$ cat src/rtl/perceptron_accum_pipe_if.sv
// Stream bundle for perceptron_accum_pipe: operand beats in, one packet result out.
// The producer/consumer side takes master and the accumulator takes slave.
interface perceptron_accum_pipe_if #(
  parameter int N_OPS  = 12,
  parameter int OP_W   = 3,
  parameter int SUM_W  = 12,
  parameter int BEAT_W = 8
);
  logic                    in_valid;
  logic                    in_ready;
  logic [N_OPS*OP_W-1:0]   in_ops;
  logic                    in_last;
  logic [SUM_W-1:0]        in_thresh;
  logic                    out_valid;
  logic                    out_ready;
  logic [SUM_W-1:0]        out_sum;
  logic                    out_fire;
  logic                    out_ovf;
  logic [BEAT_W-1:0]       out_beats;

  modport master (
    output in_valid, in_ops, in_last, in_thresh, out_ready,
    input  in_ready, out_valid, out_sum, out_fire, out_ovf, out_beats
  );

  modport slave (
    input  in_valid, in_ops, in_last, in_thresh, out_ready,
    output in_ready, out_valid, out_sum, out_fire, out_ovf, out_beats
  );
endinterface

$ cat src/rtl/perceptron_accum_pipe.sv
// Pipelined N_OPS-operand adder tree feeding a saturating per-packet accumulator
// that reports sum, threshold fire, overflow and beat count per packet.
module perceptron_accum_pipe #(
  parameter int N_OPS  = 12,
  parameter int OP_W   = 3,
  parameter int SUM_W  = 12,
  parameter int BEAT_W = 8
) (
  input  logic                    clk,
  input  logic                    reset,
  perceptron_accum_pipe_if.slave  bus
);
  localparam int TREE_W     = OP_W + $clog2(N_OPS);
  localparam int LEVELS     = $clog2(N_OPS);
  localparam int LEAVES     = 1 << LEVELS;
  localparam int HALF_LEVEL = LEVELS - 1;

  typedef enum logic {IDLE, BUSY} state_t;

  genvar gi, gj;

  logic adv;
  logic in_ready;

  assign adv          = !bus.out_valid || bus.out_ready;
  assign in_ready     = adv && !reset;
  assign bus.in_ready = in_ready;

  // Binary tree up to the last level that still has two nodes; the final
  // add of those two partials gets its own register stage.
  generate
    for (gi = 0; gi <= HALF_LEVEL; gi++) begin : g_lvl
      localparam int NODES = LEAVES >> gi;
      logic [NODES-1:0][TREE_W-1:0] node;
      for (gj = 0; gj < NODES; gj++) begin : g_node
        if (gi == 0) begin : g_leaf
          if (gj < N_OPS) begin : g_op
            assign node[gj] = {{(TREE_W-OP_W){1'b0}}, bus.in_ops[gj*OP_W +: OP_W]};
          end else begin : g_pad
            assign node[gj] = '0;
          end
        end else begin : g_add
          assign node[gj] = g_lvl[gi-1].node[2*gj] + g_lvl[gi-1].node[2*gj+1];
        end
      end
    end
  endgenerate

  logic                   s0_valid_reg;
  logic [1:0][TREE_W-1:0] s0_part_reg;
  logic                   s0_last_reg;
  logic [SUM_W-1:0]       s0_thresh_reg;
  logic                   s1_valid_reg;
  logic [TREE_W-1:0]      s1_sum_reg;
  logic                   s1_last_reg;
  logic [SUM_W-1:0]       s1_thresh_reg;

  always_ff @(posedge clk) begin
    if (reset) begin
      s0_valid_reg  <= 1'b0;
      s0_part_reg   <= '0;
      s0_last_reg   <= 1'b0;
      s0_thresh_reg <= '0;
      s1_valid_reg  <= 1'b0;
      s1_sum_reg    <= '0;
      s1_last_reg   <= 1'b0;
      s1_thresh_reg <= '0;
    end else if (adv) begin
      s0_valid_reg  <= bus.in_valid && in_ready;
      s0_part_reg   <= g_lvl[HALF_LEVEL].node;
      s0_last_reg   <= bus.in_last;
      s0_thresh_reg <= bus.in_thresh;
      s1_valid_reg  <= s0_valid_reg;
      s1_sum_reg    <= s0_part_reg[0] + s0_part_reg[1];
      s1_last_reg   <= s0_last_reg;
      s1_thresh_reg <= s0_thresh_reg;
    end
  end

  state_t              state_reg, state_next;
  logic [SUM_W-1:0]    acc_reg, acc_next;
  logic                ovf_reg, ovf_next;
  logic [BEAT_W-1:0]   cnt_reg, cnt_next;
  logic                out_valid_reg, out_valid_next;
  logic [SUM_W-1:0]    out_sum_reg, out_sum_next;
  logic                out_fire_reg, out_fire_next;
  logic                out_ovf_reg, out_ovf_next;
  logic [BEAT_W-1:0]   out_beats_reg, out_beats_next;

  logic [SUM_W-1:0]    acc_base;
  logic [SUM_W:0]      acc_wide;
  logic [SUM_W-1:0]    acc_sat;
  logic                ovf_acc;
  logic [BEAT_W-1:0]   cnt_base;
  logic [BEAT_W-1:0]   cnt_inc;

  // One spare bit on the add exposes the carry that triggers saturation.
  assign acc_base = (state_reg == IDLE) ? '0 : acc_reg;
  assign acc_wide = {1'b0, acc_base} + {{(SUM_W+1-TREE_W){1'b0}}, s1_sum_reg};
  assign acc_sat  = acc_wide[SUM_W] ? {SUM_W{1'b1}} : acc_wide[SUM_W-1:0];
  assign ovf_acc  = ((state_reg == BUSY) && ovf_reg) || acc_wide[SUM_W];
  assign cnt_base = (state_reg == IDLE) ? '0 : cnt_reg;
  assign cnt_inc  = (&cnt_base) ? cnt_base : cnt_base + BEAT_W'(1);

  always_comb begin
    state_next     = state_reg;
    acc_next       = acc_reg;
    ovf_next       = ovf_reg;
    cnt_next       = cnt_reg;
    out_valid_next = out_valid_reg && !bus.out_ready;
    out_sum_next   = out_sum_reg;
    out_fire_next  = out_fire_reg;
    out_ovf_next   = out_ovf_reg;
    out_beats_next = out_beats_reg;
    if (adv && s1_valid_reg) begin
      if (s1_last_reg) begin
        out_valid_next = 1'b1;
        out_sum_next   = acc_sat;
        out_fire_next  = acc_sat >= s1_thresh_reg;
        out_ovf_next   = ovf_acc;
        out_beats_next = cnt_inc;
        state_next     = IDLE;
        acc_next       = '0;
        ovf_next       = 1'b0;
        cnt_next       = '0;
      end else begin
        state_next = BUSY;
        acc_next   = acc_sat;
        ovf_next   = ovf_acc;
        cnt_next   = cnt_inc;
      end
    end
  end

  always_ff @(posedge clk) begin
    if (reset) begin
      state_reg     <= IDLE;
      acc_reg       <= '0;
      ovf_reg       <= 1'b0;
      cnt_reg       <= '0;
      out_valid_reg <= 1'b0;
      out_sum_reg   <= '0;
      out_fire_reg  <= 1'b0;
      out_ovf_reg   <= 1'b0;
      out_beats_reg <= '0;
    end else begin
      state_reg     <= state_next;
      acc_reg       <= acc_next;
      ovf_reg       <= ovf_next;
      cnt_reg       <= cnt_next;
      out_valid_reg <= out_valid_next;
      out_sum_reg   <= out_sum_next;
      out_fire_reg  <= out_fire_next;
      out_ovf_reg   <= out_ovf_next;
      out_beats_reg <= out_beats_next;
    end
  end

  assign bus.out_valid = out_valid_reg;
  assign bus.out_sum   = out_sum_reg;
  assign bus.out_fire  = out_fire_reg;
  assign bus.out_ovf   = out_ovf_reg;
  assign bus.out_beats = out_beats_reg;
endmodule

$ cat src/flat_wrapper.sv
// flat-port wrapper written by rule: the top's interface ports become plain ports
module perceptron_accum_pipe_flat 
#(
  parameter int N_OPS  = 12,
  parameter int OP_W   = 3,
  parameter int SUM_W  = 12,
  parameter int BEAT_W = 8
)
  (clk, reset, bus_in_valid, bus_in_ops, bus_in_last, bus_in_thresh, bus_out_ready, bus_in_ready, bus_out_valid, bus_out_sum, bus_out_fire, bus_out_ovf, bus_out_beats);
  perceptron_accum_pipe_if #(.N_OPS(N_OPS), .OP_W(OP_W), .SUM_W(SUM_W), .BEAT_W(BEAT_W)) bus_i ();
  input  logic clk;
  input  logic reset;
  input wire logic [$bits(bus_i.in_valid)-1:0] bus_in_valid;
  input wire logic [$bits(bus_i.in_ops)-1:0] bus_in_ops;
  input wire logic [$bits(bus_i.in_last)-1:0] bus_in_last;
  input wire logic [$bits(bus_i.in_thresh)-1:0] bus_in_thresh;
  input wire logic [$bits(bus_i.out_ready)-1:0] bus_out_ready;
  output wire logic [$bits(bus_i.in_ready)-1:0] bus_in_ready;
  output wire logic [$bits(bus_i.out_valid)-1:0] bus_out_valid;
  output wire logic [$bits(bus_i.out_sum)-1:0] bus_out_sum;
  output wire logic [$bits(bus_i.out_fire)-1:0] bus_out_fire;
  output wire logic [$bits(bus_i.out_ovf)-1:0] bus_out_ovf;
  output wire logic [$bits(bus_i.out_beats)-1:0] bus_out_beats;
  assign bus_i.in_valid = bus_in_valid;
  assign bus_i.in_ops = bus_in_ops;
  assign bus_i.in_last = bus_in_last;
  assign bus_i.in_thresh = bus_in_thresh;
  assign bus_i.out_ready = bus_out_ready;
  assign bus_in_ready = bus_i.in_ready;
  assign bus_out_valid = bus_i.out_valid;
  assign bus_out_sum = bus_i.out_sum;
  assign bus_out_fire = bus_i.out_fire;
  assign bus_out_ovf = bus_i.out_ovf;
  assign bus_out_beats = bus_i.out_beats;
  perceptron_accum_pipe #(.N_OPS(N_OPS), .OP_W(OP_W), .SUM_W(SUM_W), .BEAT_W(BEAT_W)) u_core (.clk(clk), .reset(reset), .bus(bus_i));
endmodule
$ cat config.mk
export PLATFORM = sky130hd
export DESIGN_NAME = perceptron_accum_pipe_flat
export DESIGN_NICKNAME = d
export VERILOG_FILES = /design/src/rtl/perceptron_accum_pipe_if.sv /design/src/rtl/perceptron_accum_pipe.sv /design/src/flat_wrapper.sv
export SDC_FILE = /design/constraint.sdc
export NUM_CORES = 1
export LEC_CHECK = 0
export BUFFER_PORTS_ARGS = -buffer_cell sky130_fd_sc_hd__buf_2
export CAP_MARGIN = 30
export CELL_PAD_IN_SITES_DETAIL_PLACEMENT = 1
export CELL_PAD_IN_SITES_GLOBAL_PLACEMENT = 2
export CORE_ASPECT_RATIO = 1.75
export CORE_MARGIN = 4
export CORE_UTILIZATION = 37
export CTS_CLUSTER_DIAMETER = 80
export DETAILED_ROUTE_END_ITERATION = 8
export HOLD_SLACK_MARGIN = 0.12
export PLACE_DENSITY = 0.93
export SYNTH_ARGS = -nofsm -noshare
export SYNTH_HDL_FRONTEND = slang
export SYNTH_SLANG_ARGS = --single-unit
export TNS_END_PERCENT = 10
$ cat constraint.sdc
create_clock -name clk -period 5.9 [get_ports clk]
set_clock_uncertainty 0.2 [all_clocks]
set_input_delay 0.59 -clock clk [delete_from_list [all_inputs] [get_ports clk]]
set_output_delay 0.59 -clock clk [all_outputs]
set_load 0.03 [all_outputs]
==> impl_metrics.ini, run 1 <==
[timing]
relSlewSlack_pct = 39.1
fin_tns_setup_ns = 0
tightest_slew_ns = 0.914
setup-violations-final = 0
layout_setup_ws_ns = 1.88
period_needed_ns = 4.02
fin_crit_sh_pct = 68.2
hold_violations = 0
rsz0062_at_grt = no
max_clock_freq_mhz = 249
drv_slew = 0

[min_path]
holdPathStages = 2
hold_path_class = flop to flop

[global_route]
antenna_found_initial = 0
grt_first_pass_wirelength_um = 24700
grt_max_degree = 50
overflow = 0
grtUsageTotal_pct = 18.6
grt_pass1_vias = 5090

[routing]
drc_errors = 0
drt-met1-wl_um = 5820
dr_wl_met2_um = 8210
vias_per_cell = 5.38
wl_um = 15200
ant_nets = 0
highest_layer = met4
vias = 4778
drt_iter0_drc = 134
first_pass_iters = 4
met3_length_um = 406
wl_per_cell_um = 17.1

[synthesis]
synth_area_leaders = dfxtp_1 34%, ha_1 12%, nand2_1 8.1%
mappedNetlistNets = 768
synth_ff_type = dfxtp_1
avgSynthCellArea_um2 = 8.36
ys.warnings.count = 0
yosysMostFrequentCell = nand2_1
synth.top_cell.area_share_pct = 33.8
synth_top_area_cell = dfxtp_1
async_flop_share_pct = 0
synth_cells = 646
yosysUniqueCellTypes = 61
ys_seq_area_share_pct = 33.8
ys_ff_latch = 91
synth_edf_count = 0
synth_commonest_cells = 117 x nand2_1, 91 x dfxtp_1, 78 x a21oi_1
synth_area_mm2 = 0.00540

[critical_path]
critPathKind = flop to flop
worstReg2RegEnd = u_core.bus.out_fire
worstReg2RegStart = u_core.state_reg
r2r_cells = 15
crit_fanout = 17
endpoint_kind = flop
cp-startpoint = u_core.state_reg
r2r_slack_ns = 1.88
cp.required_ns = 5.91
endpoint = u_core.bus.out_fire
startpoint_type = flop
crit_arrival_ns = 4.03

[finish]
syn2layout_area_growth_pct = 14.3
drive_gt1_share_pct = 16.1
fillerInstances = 1733
final_nets = 825
regArea_mm2 = 0.00182
multi_input_area_mm2 = 0.00330
diodes = 0

[cts]
numCtsBuffers = 9
cts_tree = done
clk_pin_slew_ns = 0.07
insertion_delay_ns = 0.35
cts_resized = 0
post_cts_buffers = 0
cts_buffer_depth = 2
cts_max_level = 3
clkSinkCount = 91
cts_hold_buf = 0
cts-root-buf = clkbuf_16

[place]
dp_hpwl_um = 12000
place_congestion = 0.959
dp_slack_ns = 1.88
numPortBuffers = 76

[run]
maxCapViolCount = 0

[pwr]
irDropWorstVdd_v = 0.000148
combPwrFrac_pct = 29.4
p_leak_uw = 0.00281
p_clk_share_pct = 30.5
p_switching_uw = 575
p_int_uw = 1190
pwr-share-seq_pct = 40.1
switching_share_pct = 32.5
p_per_area_mw_per_mm2 = 286

[die]
die_h_um = 168
die_x_um = 99.3
coreArea_mm2 = 0.0144
ios = 77
start_util_pct = 37.6
die_area_mm2 = 0.0167
rows = 58

[outcome]
status = finished clean
[final cells by class]
class	count	area share (%)
Inverter	35	2.13
Timing Repair Buffer	81	6.77
Tap cell	180	3.65
Sequential cell	91	29.5
Multi-Input combinational cell	485	53.5
Clock buffer	9	3.65
Clock inverter	7	0.811
[critical path, cell delays in order (launching register included)]
cell       delay [ns]
dfxtp_1          0.42
buf_4            0.25
and2_1           0.17
ha_1             0.22
fa_1             0.45
a211oi_2         0.26
o21ai_0          0.21
xor2_1           0.20
nor2_1           0.22
inv_1            0.09
ha_1             0.30
a21oi_1          0.15
o22ai_1          0.10
o21a_1           0.17
a2111oi_0        0.38
nor4_1           0.09
[layout by cell type (no fill, tap or decap), types with 6 or more instances in the layout]
master     synthesis  final
buf_2              6     76
a21o_1            21     21
nor2_1            35     35
a31oi_1            6      6
dfxtp_1           91     91
o21ai_0           32     32
inv_1             35     35
fa_1              17     17
nor2b_1            7      6
nor3_1            10     10
nand2_1          117    117
a211oi_1           7      7
ha_1              52     52
xor2_1            10     10
clkbuf_16          0      9
nand3_1            8      8
xnor2_1            9      9
a21oi_1           78     78
and2_1             9      9
[per-layer routing]
| layer | vias up | GRT usage (%) |
|---|---|---|
| met1 | 2282 | 18.9 |
| li1 | 2353 | - |
| met5 | - | 0 |
| met2 | 98 | 35.2 |
| met3 | 45 | 2.99 |
| met4 | 0 | 10.2 |
[logic make-up (layout without fill, tap and decap cells)]
group / count (synthesis) / after routing / share of synthesized area, %
adders and majority gates: 69 / 69 / 18.4
AOI/OAI and AO/OA: 176 / 176 / 20.1
and+or+nand+nor: 215 / 215 / 18.3
DFF: 91 / 91 / 33.8
xor gates and xnor gates: 19 / 19 / 3.08
muxes: 6 / 6 / 1.14
buffers and inverters: 70 / 132 / 5.29
[metrics by stage]
stage	power (uW)	instances	utilization (%)	cell area, um^2	hold WS, ns
2_1_floorplan	1090	646	-	5400	0.217
3_3_place_gp	1210	872	41.0	5900	0.240
3_5_place_dp	1250	872	41.0	5900	0.246
4_1_cts	1790	888	43.0	6170	0.255
5_1_grt	1890	888	43.0	6170	0.275
6_report	1770	888	43.0	6170	0.252
[how the worst min path moves through the flow]
| stage | end | slack [ns] | startpoint |
|---|---|---|---|
| CTS | u_core.s1_thresh_reg[2] | 0.25 | u_core.s1_thresh_reg[2] |
| finish | u_core.s0_thresh_reg[10] | 0.25 | u_core.s0_thresh_reg[10] |
| floorplan | u_core.acc_reg[0] | 0.22 | u_core.acc_reg[0] |
| global placement | u_core.s0_thresh_reg[3] | 0.24 | u_core.s0_thresh_reg[3] |
| detailed placement | u_core.s0_thresh_reg[10] | 0.25 | u_core.s0_thresh_reg[10] |
| global route | u_core.s0_thresh_reg[4] | 0.27 | u_core.s0_thresh_reg[4] |
[power groups by stage]
stage	Combinational, uW	Sequential (uW)	Clock [uW]
2_1_floorplan	377	709	0
3_3_place_gp	486	721	0
3_5_place_dp	525	724	0
4_1_cts	530	710	554
5_1_grt	602	716	573
6_report	520	709	539
(Power assumes the default switching activity.)
==> inputs of run 2 (changes only) <==
--- a/config.mk
+++ b/config.mk
@@ -11,11 +11,11 @@
 export CELL_PAD_IN_SITES_GLOBAL_PLACEMENT = 2
 export CORE_ASPECT_RATIO = 1.75
 export CORE_MARGIN = 4
-export CORE_UTILIZATION = 37
+export CORE_UTILIZATION = 31
 export CTS_CLUSTER_DIAMETER = 80
 export DETAILED_ROUTE_END_ITERATION = 8
 export HOLD_SLACK_MARGIN = 0.12
-export PLACE_DENSITY = 0.93
+export PLACE_DENSITY = 0.84
 export SYNTH_ARGS = -nofsm -noshare
 export SYNTH_HDL_FRONTEND = slang
 export SYNTH_SLANG_ARGS = --single-unit
==> constraint.sdc (replaced) <==
create_clock -name clk -period 3.53 [get_ports clk]
set_clock_uncertainty 0.2 [all_clocks]
set_input_delay 0.353 -clock clk [delete_from_list [all_inputs] [get_ports clk]]
set_output_delay 0.353 -clock clk [all_outputs]
set_load 0.03 [all_outputs]
==> impl_metrics.ini, run 2 (same netlist as run 1, synthesis figures left out) <==
[pwr]
p_per_area_mw_per_mm2 = 477
p_leak_uw = 0.00299
fin_total_pwr_uw = 3170
irDropWorstVdd_v = 0.000215

[routing]
first_pass_iters = 4
ant_nets = 0
wl_per_cell_um = 16.5
drc_errors = 0
wl_um = 16100
vias = 4928
vias_per_cell = 5.06
drt_iter0_drc = 156

[finish]
drive_gt1_share_pct = 20.3
final_common_cell = nand2_1
final_cell_mix = 116 x nand2_1, 90 x dfxtp_1, 76 x a21oi_1, 76 x buf_2, 49 x ha_1
final_nets = 864
diodes = 0
fin_cells = 974
syn2layout_area_growth_pct = 23.3

[die]
start_util_pct = 31.7
die_area_mm2 = 0.0197
coreArea_mm2 = 0.0170
ios = 77
die_h_um = 183
rows = 63
die_x_um = 108

[run]
maxCapViolCount = 0

[cts]
cts_tree = done
clkSinkCount = 91
cts_max_level = 3
numCtsBuffers = 9
cts_buffer_depth = 2
clk_pin_slew_ns = 0.07
insertion_delay_ns = 0.35
cts-root-buf = clkbuf_16

[timing]
setup-violations-final = 0
max_clock_freq_mhz = 291
fin_tns_setup_ns = 0
hold_violations = 0
relSlewSlack_pct = 36.1
period_needed_ns = 3.44
fin_crit_sh_pct = 97.3
drv_slew = 0
tightest_slew_ns = 0.958

[place]
dpl.cell_count = 939
numPortBuffers = 76
place_congestion = 0.841
dp_hpwl_um = 12500

[critical_path]
crit_arrival_ns = 3.46
crit_fanout = 8
critPathKind = flop to flop
cp.required_ns = 3.56
startpoint_type = flop
endpoint_kind = flop

[global_route]
overflow = 0
grt_first_pass_wirelength_um = 26200
grt_max_degree = 46
grt_pass1_vias = 5434
antenna_found_initial = 0
grtUsageTotal_pct = 16.9

[outcome]
status = finished clean

[min_path]
hold_path_class = input port to flop
-- run 2: changes by cell type in the layout (fill, tap and decap cells not counted), moves of 2 or more --
cell	previous run	this run
a21oi_1	78	76
a21oi_2	0	2
buf_4	5	30
clkinv_2	3	0
clkinvlp_4	0	2
dlygate4sd3_1	0	14
ha_1	52	49
ha_2	0	2
o21ai_0	32	30
o21ai_1	0	2
-- run 2: what timing repair did --
item,in CTS,in global routing
hold endpoints to repair,14,0
hold buffers,14,0
resized for setup,1,15
pin swaps,1,5
cloned,0,0
buffers inserted,1,4
setup endpoints to repair,1,1
-- run 2: final cells by class --
| class | count | area [um^2] |
|---|---|---|
| fill | 2119 | 10400 |
| multi-input combinational | 485 | 3360 |
| sequential | 91 | 1820 |
| timing repair buffer | 120 | 746 |
| tap | 227 | 284 |
| clock buffer | 10 | 239 |
| inverter | 35 | 131 |
| clock inverter | 6 | 71.3 |
-- run 2: report_power, final --
group          leakage, uW  switching (uW)  total, uW  internal [uW]
registers         0.000744            76.8       1190           1120
clock network     0.000146             432       1010            574
logic              0.00210             513        972            460
total              0.00299            1020       3170           2150
-- run 2: through the flow --
stage | utilization [%] | cell area, um^2 | worst slack [ns] | hold slack, ns
6_report | 39.1 | 6660 | 0.0941 | 0.225
5_1_grt | 39.1 | 6660 | -0.0334 | 0.238
4_1_cts | 38.6 | 6570 | 0.00467 | 0.210
3_5_place_dp | 35.9 | 6110 | -0.298 | 0.245
3_3_place_gp | 35.9 | 6110 | -0.00731 | 0.241
2_1_floorplan | - | 5400 | 0.0388 | 0.217
-- run 2: worst paths after layout --
path | start | end | slack [ns] | cells after the start
hold / removal | reset | u_core.cnt_reg[5] | 0.23 | 2
setup / recovery | u_core.state_reg | u_core.bus.out_fire | 0.09 | 13
setup reg to reg | u_core.state_reg | u_core.bus.out_fire | 0.09 | 13
hold reg to reg | u_core.s1_thresh_reg[8] | u_core.s1_thresh_reg[8] | 0.25 | 2
-- run 2: worst max-delay path, cell delays in order, from the launching register on --
cell and delay, ns:
dfxtp_2 0.36, and2_1 0.17, ha_2 0.19, fa_2 0.39, a211oi_4 0.26, o211a_4 0.22
nor3_4 0.07, nor2_1 0.16, ha_1 0.26, nand2b_1 0.15, a21o_1 0.18, a211o_1 0.31
a2111oi_2 0.31, nor4_1 0.09
-- run 2: routing by layer --
| metal | track usage (%) | part of all wire [%] | up-vias | wire length [um] |
|---|---|---|---|---|
| li1 | - | - | 2428 | - |
| met1 | 16.7 | 37 | 2360 | 5940 |
| met2 | 32.5 | 56 | 99 | 9000 |
| met3 | 2.55 | 2.7 | 41 | 439 |
| met4 | 9.25 | 4.3 | 0 | 688 |
| met5 | 0 | 0 | - | 0 |
==> inputs of run 3 (changes only) <==
--- a/config.mk
+++ b/config.mk
@@ -9,8 +9,6 @@
 export CAP_MARGIN = 30
 export CELL_PAD_IN_SITES_DETAIL_PLACEMENT = 1
 export CELL_PAD_IN_SITES_GLOBAL_PLACEMENT = 2
-export CORE_ASPECT_RATIO = 1.75
-export CORE_MARGIN = 4
 export CORE_UTILIZATION = 31
 export CTS_CLUSTER_DIAMETER = 80
 export DETAILED_ROUTE_END_ITERATION = 8
==> impl_metrics.ini, run 3 (same netlist as run 1, synthesis figures left out) <==
[die]
die_h_um = 134
coreArea_mm2 = 0.0168
start_util_pct = 32.1
die_area_mm2 = 0.0179
ios = 77
die_x_um = 134
rows = 47

[cts]
cts_tree = done
insertion_delay_ns = 0.34
cts_buffer_depth = 2
cts-root-buf = clkbuf_16
cts_max_level = 3
numCtsBuffers = 9
clkSinkCount = 91
clk_pin_slew_ns = 0.06

[finish]
final_area_mm2 = 0.00679
final_nets = 874
final_common_cell = nand2_1
fin_cells = 977
syn2layout_area_growth_pct = 25.9
final_cell_mix = 116 x nand2_1, 90 x dfxtp_1, 76 x buf_2
drive_gt1_share_pct = 22.6
diodes = 0

[routing]
first_pass_iters = 4
wl_um = 15600
drt_iter0_drc = 290
vias_per_cell = 5.05
ant_nets = 0
vias = 4934
wl_per_cell_um = 15.9
drc_errors = 0

[critical_path]
worstReg2RegStart = u_core.state_reg
crit_family = simple AND/OR/NAND/NOR gates
cp_slowest_cell = nor3_4
cp_cell_sequence = buf_4 > and2_4 > ha_4 > o21ai_1 > or2_4 > nor3_4 > nor2_2 > ha_1 > nand2b_4 > a21o_1 > a211o_1 > a2111oi_2 > buf_4 > nor4_2
cp.required_ns = 3.54
cpMostUsedCell = buf_4
endpoint_kind = flop
max_stage_delay_ns = 0.40
critPathKind = flop to flop
crit_fanout = 7
startpoint_type = flop
crit_arrival_ns = 3.57
critical_path_buf_inv_count = 2
cp-startpoint = u_core.state_reg

[timing]
fin_crit_sh_pct = 101
rsz0062_at_grt = yes
hold_slack_ns = 0.217
setup-violations-final = 1
period_needed_ns = 3.56
hold_violations = 0
layout_setup_ws_ns = -0.0284
tightest_slew_ns = 0.800
drv_slew = 0
max_clock_freq_mhz = 281
relSlewSlack_pct = 46.6

[run]
maxCapViolCount = 0

[place]
dpl-instance-area_mm2 = 0.00616
place_congestion = 0.851
dp_hpwl_um = 11500
numPortBuffers = 76
dpl.cell_count = 940

[outcome]
violations = negative setup slack
status = finished, violations left

[pwr]
p_leak_uw = 0.00305
combPwrFrac_pct = 30.7
p_switching_uw = 971
p_per_area_mw_per_mm2 = 460
p_int_uw = 2150
pwr-share-seq_pct = 38.2
fin_total_pwr_uw = 3130
irDropWorstVdd_v = 0.000259
switching_share_pct = 31.1
p_clk_share_pct = 31.1

[min_path]
hold_path_class = input port to flop
hp-start = bus_out_ready

[global_route]
overflow = 0
antenna_found_initial = 0
grt_first_pass_wirelength_um = 25200
grt_max_degree = 38
grt_pass1_vias = 5133
grtUsageTotal_pct = 17.5
## run 3: worst min-delay path, cell delays in order
cell and delay, ns:
buf_2 0.11, nor2b_4 0.11, nand2_1 0.09, a21oi_1 0.05
## run 3: repair_timing
action                                  4_1_cts  5_1_grt
endpoints found under the setup margin        1        1
endpoints found under the hold margin        14        0
hold buffers                                 14        0
pin swaps                                     0       16
setup buffers                                 0        7
resized for setup                             6       25
## run 3: worst paths after layout
check	endpoint	slack, ns	depth (start not counted)
hold / removal	u_core.s0_thresh_reg[11]	0.22	4
setup / recovery	u_core.bus.out_fire	-0.03	14
hold reg to reg	u_core.s0_thresh_reg[11]	0.25	2
setup reg to reg	u_core.bus.out_fire	-0.03	14
## run 3: power by group through the flow
stage | Combinational, uW | Clock, uW | Sequential (uW)
after CTS | 937 | 990 | 1190
final | 961 | 971 | 1190
after global placement | 857 | 0 | 1210
after floorplan | 631 | 0 | 1180
after detailed placement | 909 | 0 | 1210
after global routing | 1080 | 1040 | 1210
## run 3: through the flow
step	setup TNS (ns)	utilization [%]	setup WS (ns)
after CTS	0	39.4	0.0142
final	-0.0284	40.4	-0.0284
after global placement	0	36.6	0.00675
after floorplan	0	-	0.0388
after global routing	-0.115	40.4	-0.115
after detailed placement	-0.301	36.6	-0.126
## run 3: layout make-up
cell class	count	area, um^2
multi-input cells	485	3440
repair buffers	130	821
inverters	35	131
flip-flops and latches	91	1830
fillers	2060	10000
clock buffers	13	250
well taps	220	275
clock inverters	3	47.5
## run 3: per-layer routing
metal  share of wire [%]  track usage (%)
met1                  45             21.8
met2                  51             31.2
met3                 3.3             2.49
met4                 1.3             4.80
met5                   0                0
